--- src/rtl/ospfb_ctrl.sv ---
// Sequencing controller for the oversampled PFB: frame counter, load/loop select,
// coefficient addressing, per-frame phase-compensation rotation and FIR fill gating.
module ospfb_ctrl #(
  parameter int FFT_LEN = 64,
  parameter int DEC_FAC = 48,
  parameter int PTAPS   = 8,
  parameter int AW      = $clog2(FFT_LEN)
) (
  input  logic          clk,
  input  logic          rst,
  input  logic          en,
  input  logic          s_tvalid,
  output logic          s_tready,
  input  logic          m_tready,
  output logic          pipe_en,
  output logic          load_sel,
  output logic [AW-1:0] coeff_addr,
  output logic          frame_start,
  output logic          frame_last,
  output logic [AW-1:0] pc_shift,
  output logic          m_tvalid
);

  localparam int            FW       = $clog2(PTAPS + 1);
  localparam logic [AW:0]   DEC_EXT  = (AW+1)'(DEC_FAC);
  localparam logic [AW:0]   LEN_EXT  = (AW+1)'(FFT_LEN);
  localparam logic [AW-1:0] LAST     = AW'(FFT_LEN - 1);
  localparam logic [FW-1:0] FILL_MAX = FW'(PTAPS);

  logic [1:0]    rst_sync;
  logic          run_ok;
  logic [AW-1:0] cyc;
  logic [FW-1:0] fill;
  logic [AW:0]   pc_sum;
  logic [AW-1:0] pc_next;

  // Reset assertion is immediate; release reaches the handshake logic two edges later.
  always_ff @(posedge clk or negedge rst) begin
    if (!rst) begin
      rst_sync <= 2'b00;
    end else begin
      rst_sync <= {rst_sync[0], 1'b1};
    end
  end

  assign run_ok = rst_sync[1];

  assign load_sel    = ({1'b0, cyc} < DEC_EXT);
  assign coeff_addr  = cyc;
  assign frame_start = (cyc == '0);
  assign frame_last  = (cyc == LAST);

  assign pipe_en  = run_ok & en & m_tready & (~load_sel | s_tvalid);
  assign s_tready = run_ok & en & m_tready & load_sel;
  assign m_tvalid = pipe_en & (fill == FILL_MAX);

  // Rotation advances by D each frame, reduced modulo M with one conditional subtract.
  always_comb begin
    pc_sum  = {1'b0, pc_shift} + DEC_EXT;
    pc_next = pc_sum[AW-1:0];
    if (pc_sum >= LEN_EXT) begin
      pc_next = AW'(pc_sum - LEN_EXT);
    end
  end

  always_ff @(posedge clk or negedge rst) begin
    if (!rst) begin
      cyc      <= '0;
      pc_shift <= '0;
      fill     <= '0;
    end else if (pipe_en) begin
      cyc <= frame_last ? '0 : cyc + 1'b1;
      if (frame_last) begin
        pc_shift <= pc_next;
        if (fill < FILL_MAX) begin
          fill <= fill + 1'b1;
        end
      end
    end
  end

endmodule

--- config.mk ---
export PLATFORM = sky130hd
export DESIGN_NAME = ospfb_ctrl
export DESIGN_NICKNAME = d
export VERILOG_FILES = /design/src/rtl/ospfb_ctrl.sv
export SDC_FILE = /design/constraint.sdc
export NUM_CORES = 1
export LEC_CHECK = 0
export BUFFER_PORTS_ARGS = -buffer_cell sky130_fd_sc_hd__buf_2
export CAP_MARGIN = 20
export CORE_MARGIN = 8
export CORE_UTILIZATION = 25
export CTS_BUF_LIST = sky130_fd_sc_hd__clkbuf_4
export CTS_CLUSTER_SIZE = 30
export DETAILED_ROUTE_END_ITERATION = 6
export GPL_TIMING_DRIVEN = 0
export PLACE_DENSITY = 0.55
export SETUP_SLACK_MARGIN = 0.02
export SKIP_CTS_REPAIR_TIMING = 1
export SLEW_MARGIN = 5
export SYNTH_ARGS = -nofsm -noshare
export SYNTH_HDL_FRONTEND = slang
export SYNTH_SLANG_ARGS = --single-unit
--- constraint.sdc ---
create_clock -name clk -period 1.75 [get_ports clk]
set_clock_uncertainty 0.2 [all_clocks]
set_input_delay 0.175 -clock clk [delete_from_list [all_inputs] [get_ports clk]]
set_output_delay 0.175 -clock clk [all_outputs]
set_load 0.1 [all_outputs]
==> qor.yml, run 1 <==
die:
  die_h_um: 70.98
  ioPinCount: 23
  core_um2: 2953
  fp-row-count: 20
  fp.dieArea_um2: 5038
  die_w_um: 70.98
  start_util_pct: 25.59
logic_synthesis:
  synth_largest_area_cell: "dfrtp_1"
  syn_area_per_cell_um2: 10.95
  yosys_warnings: 0
  synth_edf_count: 0
  syn_area_um2: 755.7
  yosysMostFrequentCell: "dfrtp_1"
  synth-main-ff-cell: "dfrtp_1"
  synthDistinctLibCells: 30
  synthArstFlopShare_pct: 100.0
  synthCells: 69
  synth_area_leaders: "dfrtp_1 (46%), ha_1 (6.6%), xor2_1 (4.6%), buf_4 (4.0%), nor4_1 (3.3%)"
  synth_top_area_share_pct: 46.36
  synthTopCellsByCount: "dfrtp_1 (14), inv_1 (5)"
  ys_seq_area_share_pct: 46.36
  synth-seq-cells: 14
sta:
  finalHoldViolations: 0
  timing.final.crit_period_ns: 1.883
  drv_slew: 0
  rsz0062_at_grt: "true"
  hold_ws_ns: 0.08710
  max_freq_mhz: 531.1
  fin_ws_ns: -0.1331
  setup_viol: 3
  fin_crit_sh_pct: 107.6
critical_path:
  critPathLaunchType: "register"
  path_cells: "nand3_4 > buf_8 > nor4_4 > buf_6"
  r2r_cells: 5
  critPathMaxStageDelay_ns: 0.37
  cp-end-kind: "primary output"
  critPathSlowestCell: "dfrtp_1"
  worstPathArrival_ns: 1.51
  critical_path_required_ns: 1.37
  crit_type: "register to primary output"
  crit_path_max_fanout: 10
power_and_ir_drop:
  p_sw_mw: 0.5564
  seq_power_share_pct: 40.6
  power.leakage_nw: 0.5408
  internal_power_mw: 0.5730
  ir_worst_vdd_mv: 0.5861
  power.share.clock_pct: 16.9
  power.density_nw_per_um2: 918.3
  comb_power_share_pct: 42.5
  swShare_pct: 49.27
detailed_routing:
  wl_mm: 1.784
  first_pass_iters: 4
  ant_nets: 0
  drc: 0
  wl_per_cell_um: 12.74
  vias: 640
  vias_per_cell: 4.571
  drt-initial-drc-count: 18
status:
  failed_checks: "setup timing"
  status: "finished, violations left"
clock_tree:
  cts_sinks: 14
  clk_pin_slew_worst_paths_ns: 0.09
  h-tree-depth: 1
  cts_made_buffers: 3
  clockBufferDepth: 2
  cts-root-buf: "clkbuf_4"
  clock_latency_ns: 0.28
  cts_tree: "built"
finish:
  area_delta_synth_final_pct: 62.75
  seq_area_um2: 372.9
  drive_above_1_share_pct: 57.01
  nets: 117
  antenna_cells: 0
  multi_input_area_um2: 469.2
  fillCellCount: 296
global_route:
  antenna_found_initial: 0
  grt_usage_pct: 7.120
  grt_pass1_vias: 629
  grt_max_degree: 15
  grt-ovfl-total: 0
  grt_pass1_wl_mm: 2.967
job:
  maxCapViolCount: 0
hold_path:
  hold_path_class: "input pin to register"
  hold_depth: 4
placement:
  io_buffers: 18
  dp_hpwl_mm: 1.278
  preCtsSetupSlack_ns: -0.1126
  gp_congestion: 0.7797
==> worst paths after layout <==
| kind | slack, ns | startpoint | end |
|---|---|---|---|
| max | -0.13 | rst_sync[1] | m_tvalid |
| min | 0.09 | s_tvalid | coeff_addr[0] |
| max reg2reg | 0.05 | coeff_addr[0] | coeff_addr[0] |
| min reg2reg | 0.16 | rst_sync[0] | rst_sync[1] |
| max in group asynchronous | 0.95 | rst | coeff_addr[1] |
| min in group asynchronous | 0.12 | rst | fill[2] |
==> final cells by class <==
type                       count  share of cell area (%)
timing repair buffer          31                   20.85
multi-input combinational     48                   38.15
tap                           33                   3.357
clock buffer                   3                   1.831
inverter                       5                   1.526
clock inverter                 1                  0.3052
buffer                         5                   3.662
sequential                    14                   30.32
==> sequential cells by signal, summed over array words and instances (netlist names) <==
name,count
fill,4
rst_sync,2
coeff_addr,6
pc_shift,2
==> routing by layer <==
metal  track usage, %  share of wire (%)
met2            10.61                 47
met3            4.379                9.2
met4            1.386               0.56
met1            8.497                 43
met5                0                  0
==> logic make-up after synthesis <==
| group | synth area share (%) |
|---|---|
| multiplexers | 5.629 |
| AND/OR/NAND/NOR | 19.04 |
| adder cells (fa/ha/maj) | 6.623 |
| XOR/XNOR | 6.954 |
| buffers and inverters | 6.954 |
| AO/OA/AOI/OAI | 7.450 |
| other | 0.9937 |
| flip-flops | 46.36 |
==> power by group through the flow <==
stage               clock (mW)  combinational (mW)  sequential [mW]
CTS                      0.205               0.447            0.453
floorplan                    0               0.138            0.691
finish                   0.191               0.480            0.459
global placement             0               0.441            0.457
detailed placement           0               0.446            0.460
global route             0.212               0.502            0.469
==> worst max-delay path: cells and delay by family (launching register included) <==
family                 cells  cell delay (ns)
buffers and inverters      2             0.44
flip-flops                 1             0.37
AND/OR/NAND/NOR            2             0.41
==> placed cells by master (no fill, tap or decap), types with 2 or more instances in the layout <==
master and instances:
buf_4 17, buf_2 11, dfrtp_1 8, dfrtp_4 6
conb_1 5, inv_1 4, xor2_1 4, clkbuf_4 4
nor4_4 3, nor3_1 3, ha_1 3, buf_12 3
nand3_4 2, nor2_4 2, buf_8 2, xnor2_1 2
o31ai_1 2, mux2i_1 2, nor4_1 2
==> through the flow <==
stage	instances	power (mW)	TNS [ns]	cell area, um^2	utilization [%]
finish	140	1.129	-0.2350	1230	41.65
global route	140	1.183	-0.5528	1230	41.65
CTS	127	1.106	-1.587	1040	35.21
detailed placement	123	0.9065	-0.1812	1013	34.32
global placement	123	0.8977	-0.1786	1013	34.32
floorplan	72	0.8289	-1.447	882.1	-
(Power assumes the default switching activity.)
==> inputs of run 2 (changes only) <==
BUFFER_PORTS_ARGS = unset   (was -buffer_cell sky130_fd_sc_hd__buf_2)
CORE_ASPECT_RATIO = 1.25   (was unset)
DONT_BUFFER_PORTS = 1   (was unset)
PLACE_DENSITY = 0.47   (was 0.55)
clock period = 1.9 ns   (was 1.75 ns; I/O delays follow)
==> run 2 against run 1 <==
Against the previous run: the run still ends with setup timing left; critical path type unchanged; highest routed layer unchanged; combinational power fell by 66%; worst setup slack got worse by 0.19 ns; register-to-register slack got worse by 0.28 ns; critical path depth fell by 2.
==> qor.yml, run 2 (synthesized netlist as in run 1, its figures left out) <==
finish:
  area_delta_synth_final_pct: 38.08
  final_cells: 117  # -16%
  final_cell_mix: "dfrtp_1 (8), dfrtp_4 (6), inv_1 (5), buf_4 (5), conb_1 (5)"
  nets: 91  # -22%
  drive_above_1_share_pct: 39.51  # -18 points
  fin_area_um2: 1044  # -15%
  largest_register_ffs: 6  # unchanged
  final_common_cell: "dfrtp_1"
  fin_util_pct: 35.76  # -5.9 points
  antenna_cells: 0  # unchanged
clock_tree:
  clk_pin_slew_worst_paths_ns: 0.08  # about the same
  cts_tree: "built"
  h-tree-depth: 1  # unchanged
  cts_made_buffers: 3  # unchanged
  cts-root-buf: "clkbuf_4"
  cts_sinks: 14  # unchanged
  clock_latency_ns: 0.28  # about the same
  clockBufferDepth: 2  # unchanged
critical_path:
  critical_path_required_ns: 1.51  # +0.14 ns
  critPathMaxStageDelay_ns: 0.71  # +0.34 ns
  path_depth: 2  # -2
  critPathSlowestCell: "dfrtp_4"
  setup.worst_path.start: "coeff_addr[4]"
  cp-endpoint: "frame_last"
  r2r_end: "coeff_addr[1]"
  critPathLaunchType: "register"
  r2r-start: "coeff_addr[5]"
  r2r_cells: 3  # -2
  cp_top_family: "simple AND/OR/NAND/NOR gates"
  ff2ff_setup_slack_ns: -0.23  # -0.28 ns
  cp_num_buf_inv: 0  # -2
  crit_type: "register to primary output"
  worstPathArrival_ns: 1.83  # +0.32 ns
  path_cells: "nand2_8 > nor2_4"
  cp-end-kind: "primary output"
  crit_path_max_fanout: 7  # -3
sta:
  max_freq_mhz: 450.7
  relSlewSlack_pct: 36.53
  final.setup.tns_ns: -1.342  # -1.107 ns
  fin_ws_ns: -0.3187  # -0.1856 ns
  setup_viol: 7  # +4
  drv_slew: 0  # unchanged
  timing.final.crit_period_ns: 2.219
  rsz0062_at_grt: "true"
  finalHoldViolations: 0  # unchanged
  fin_crit_sh_pct: 116.8
  max_slew.worst_pin.slew_ns: 0.9521
  hold_ws_ns: 0.03936  # -0.04773 ns
global_route:
  grt_max_degree: 15  # unchanged
  grt_usage_pct: 7.087  # -0.033 points
  grt_pass1_wl_mm: 2.829  # -4.7%
  grt-ovfl-total: 0  # unchanged
  antenna_found_initial: 0  # unchanged
  grt_pass1_vias: 546  # -13%
die:
  die_w_um: 65.18  # -8.2%
  start_util_pct: 25.90  # +0.31 points
  die_h_um: 77.47  # +9.1%
  ioPinCount: 23  # unchanged
  fp-row-count: 22  # +10%
  fp.dieArea_um2: 5049  # +0.22%
  core_um2: 2918  # -1.2%
power_and_ir_drop:
  power.density_nw_per_um2: 941.0  # +2.5%
  power.total_mw: 0.9820  # -13%
  ir_worst_vdd_mv: 0.6957  # +19%
  power.leakage_nw: 0.4202  # -22%
detailed_routing:
  wl_met1_um: 738  # -3.7%
  wl_per_cell_um: 14.84  # +16%
  drt-initial-drc-count: 28  # +10
  vias: 542  # -15%
  wl_met2_um: 799  # -5.0%
  maxUsedRoutingLayer: "met4"
  met3_length_um: 183  # +11%
  wl_mm: 1.736  # -2.7%
  drc: 0  # unchanged
  ant_nets: 0  # unchanged
  vias_per_cell: 4.632  # +1.3%
  first_pass_iters: 2  # -2
placement:
  placed_cells: 109  # -11%
  gp_congestion: 0.6883  # -12%
  dp_hpwl_mm: 1.281  # +0.19%
  preCtsSetupSlack_ns: -0.2181  # -0.1055 ns
  placed_cell_area_um2: 948.4  # -6.4%
  io_buffers: 0  # -18
job:
  maxCapViolCount: 0  # unchanged
status:
  failed_checks: "setup timing"
  status: "finished, violations left"
hold_path:
  hold_path_class: "input pin to register"
  hold_start: "en"
-- run 2: power by group --
part	internal, mW	switching [mW]
sequential	0.347	0.301
clock	0.0761	0.0962
combinational	0.0643	0.0966
total	0.488	0.494
-- run 2: how the worst min path moves through the flow --
stage | endpoint | slack, ns | cells after the start
2_1_floorplan | fill[0] | -0.31 | 0
3_3_place_gp | coeff_addr[1] | -0.31 | 0
3_5_place_dp | coeff_addr[1] | -0.31 | 0
4_1_cts | rst_sync[1] | -0.62 | 0
5_1_grt | fill[0] | 0.03 | 3
6_report | fill[0] | 0.04 | 3
-- run 2: tightest hold or removal path, stage by stage --
cell,delay (ns)
nand3_4,0.11
nor4_4,0.07
xnor2_1,0.11
-- run 2: area by class of cell --
type | count | area [um^2]
buffer | 5 | 43.79
clock buffer | 3 | 22.52
clock inverter | 1 | 3.754
fill | 304 | 1874
inverter | 5 | 18.77
multi-input combinational | 48 | 473.0
sequential | 14 | 372.9
tap | 36 | 45.04
timing repair buffer | 5 | 63.81
-- run 2: routing by layer --
metal | track usage [%] | vias up
met3 | 5.172 | 2
li1 | - | 257
met4 | 1.969 | 0
met2 | 10.86 | 18
met5 | 0 | -
met1 | 7.531 | 265
==> inputs of run 3 (changes only) <==
CELL_PAD_IN_SITES_DETAIL_PLACEMENT = 2   (was unset)
CELL_PAD_IN_SITES_GLOBAL_PLACEMENT = 2   (was unset)
PLACE_DENSITY = 0.64   (was 0.47)
==> run 3 against run 2 <==
Against the previous run: non-clock buffer count is 4 higher; count of clock-buffer cells in the layout stayed put; critical path depth is the same; sequential share of layout area decreased by 2.0 points; fmax grew 0.25%; worst setup slack better by 0.0056 ns; sequential power up 1%; register-to-register slack improved by 0.02 ns; worst hold slack better by 0.0023 ns; the run still ends with setup timing left; die area stayed put; via count grew 8.3%.
==> qor.yml, run 3 (synthesized netlist as in run 1, its figures left out) <==
status:
  status: "finished, violations left"
  failed_checks: "setup timing"
sta:
  final.setup.tns_ns: -1.346  # -0.003760 ns
  max_freq_mhz: 451.8  # +0.25%
  fin_crit_sh_pct: 116.5  # -0.29 points
  relSlewSlack_pct: 36.32  # -0.21 points
  drv_slew: 0  # unchanged
  rsz0062_at_grt: "true"
  timing.final.crit_period_ns: 2.213  # -0.005551 ns
  max_slew.worst_pin.slew_ns: 0.9552  # +0.003132 ns
  fin_ws_ns: -0.3132  # +0.005551 ns
  finalHoldViolations: 0  # unchanged
  setup_viol: 8  # +1
power_and_ir_drop:
  seq_power_share_pct: 64.7  # -1.4 points
  power.share.clock_pct: 17.4  # -0.2 points
  ir_worst_vdd_mv: 0.5718  # -18%
  power.leakage_nw: 0.4509  # +7.3%
  swShare_pct: 51.13  # +0.81 points
  internal_power_mw: 0.4962  # +1.7%
  p_sw_mw: 0.5192  # +5.1%
  power.total_mw: 1.015  # +3.4%
  power.density_nw_per_um2: 919.1  # -2.3%
  comb_power_share_pct: 17.9  # +1.5 points
die:
  core_um2: 2918  # unchanged
  start_util_pct: 25.90  # unchanged
  die_w_um: 65.18  # unchanged
  fp-row-count: 22  # unchanged
  fp.dieArea_um2: 5049  # unchanged
  die_h_um: 77.47  # unchanged
  ioPinCount: 23  # unchanged
job:
  maxCapViolCount: 0  # unchanged
global_route:
  grt_pass1_wl_mm: 3.387  # +20%
  grt_pass1_vias: 653  # +20%
  grt_max_degree: 15  # unchanged
  antenna_found_initial: 0  # unchanged
  grt_usage_pct: 8.488  # +1.4 points
  grt-ovfl-total: 0  # unchanged
critical_path:
  critical_path_required_ns: 1.51  # about the same
  r2r-start: "coeff_addr[5]"
  critPathMaxStageDelay_ns: 0.71  # about the same
  crit_path_max_fanout: 7  # unchanged
  r2r_cells: 3  # unchanged
  r2r_end: "coeff_addr[1]"
  cp-end-kind: "primary output"
  critPathLaunchType: "register"
  worstPathArrival_ns: 1.82  # about the same
  crit_type: "register to primary output"
  path_cells: "nand2_8 > nor2_4"
  ff2ff_setup_slack_ns: -0.21  # +0.02 ns
  critPathSlowestCell: "dfrtp_4"
finish:
  fin_area_um2: 1105  # +5.9%
  final_cell_mix: "buf_4 (8), dfrtp_1 (8), dfrtp_4 (6)"
  fillCellCount: 322  # +5.9%
  area_delta_synth_final_pct: 46.19
  antenna_cells: 0  # unchanged
  nets: 95  # +4.4%
  drive_above_1_share_pct: 47.06  # +7.6 points
  largest_register_ffs: 6  # unchanged
clock_tree:
  cts_tree: "built"
  h-tree-depth: 1  # unchanged
  cts-root-buf: "clkbuf_4"
  clockBufferDepth: 2  # unchanged
  clk_pin_slew_worst_paths_ns: 0.09  # about the same
  clock_latency_ns: 0.27  # about the same
  cts_sinks: 14  # unchanged
  cts_made_buffers: 3  # unchanged
hold_path:
  hold_path_class: "input pin to register"
  hold_depth: 3  # unchanged
  hold_start: "en"
  hold_end: "coeff_addr[5]"
detailed_routing:
  met3_length_um: 163  # -11%
  vias: 587  # +8.3%
  drc: 0  # unchanged
  wl_mm: 2.214  # +28%
  first_pass_iters: 2  # unchanged
  drt-initial-drc-count: 8  # -71%
  wl_met2_mm: 1.189  # +49%
  wl_met1_um: 820  # +11%
  wl_per_cell_um: 18.30  # +23%
  ant_nets: 0  # unchanged
  maxUsedRoutingLayer: "met4"
  vias_per_cell: 4.851  # +4.7%
placement:
  io_buffers: 0  # unchanged
  preCtsSetupSlack_ns: -0.2263  # -0.008184 ns
  placed_cell_area_um2: 963.4  # +1.6%
  dp_hpwl_mm: 1.560  # +22%
  gp_congestion: 0.7540  # +9.5%
## run 3: metal layers
| metal | vias to the layer above | GRT usage (%) |
|---|---|---|
| met5 | - | 0 |
| met4 | 0 | 3.282 |
| met3 | 4 | 4.310 |
| met2 | 19 | 14.91 |
| met1 | 299 | 8.151 |
| li1 | 265 | - |
## run 3: through the flow
| stage | util, % | hold slack (ns) | std cells |
|---|---|---|---|
| 6_report | 37.86 | 0.04167 | 121 |
| 5_1_grt | 37.86 | 0.04404 | 121 |
| 4_1_cts | 33.92 | -0.6128 | 114 |
| 3_5_place_dp | 33.02 | -0.3051 | 110 |
| 3_3_place_gp | 31.56 | -0.3050 | 108 |
| 2_1_floorplan | - | -0.3056 | 72 |
## run 3: worst max path at each step
stage,start,end,depth (start not counted)
floorplan,coeff_addr[5],m_tvalid,2
global placement,rst_sync[1],m_tvalid,3
detailed placement,coeff_addr[5],coeff_addr[1],3
CTS,coeff_addr[4],frame_last,2
global route,coeff_addr[4],frame_last,2
finish,coeff_addr[4],frame_last,2
## run 3: final cells by class
| cell class | instances | area [um^2] | area share, % |
|---|---|---|---|
| clock buffer | 3 | 22.52 | 2.039 |
| inverter | 5 | 18.77 | 1.699 |
| buffer | 5 | 43.79 | 3.964 |
| tap | 36 | 45.04 | 4.077 |
| clock inverter | 1 | 3.754 | 0.3398 |
| sequential | 14 | 372.9 | 33.75 |
| multi-input combinational | 48 | 495.5 | 44.85 |
| timing repair buffer | 9 | 102.6 | 9.286 |
## run 3: critical path, delay by kind of cell, from the launching register on
kind	cells	cell delay [ns]
AND/OR/NAND/NOR	2	0.83
flip-flops	1	0.71
## run 3: power by group through the flow
stage / clock, mW / sequential, mW / combinational (mW)
after floorplan: 0 / 0.635 / 0.124
after CTS: 0.184 / 0.653 / 0.144
final: 0.177 / 0.657 / 0.181
after global placement: 0 / 0.656 / 0.135
after detailed placement: 0 / 0.660 / 0.143
after global routing: 0.194 / 0.666 / 0.197
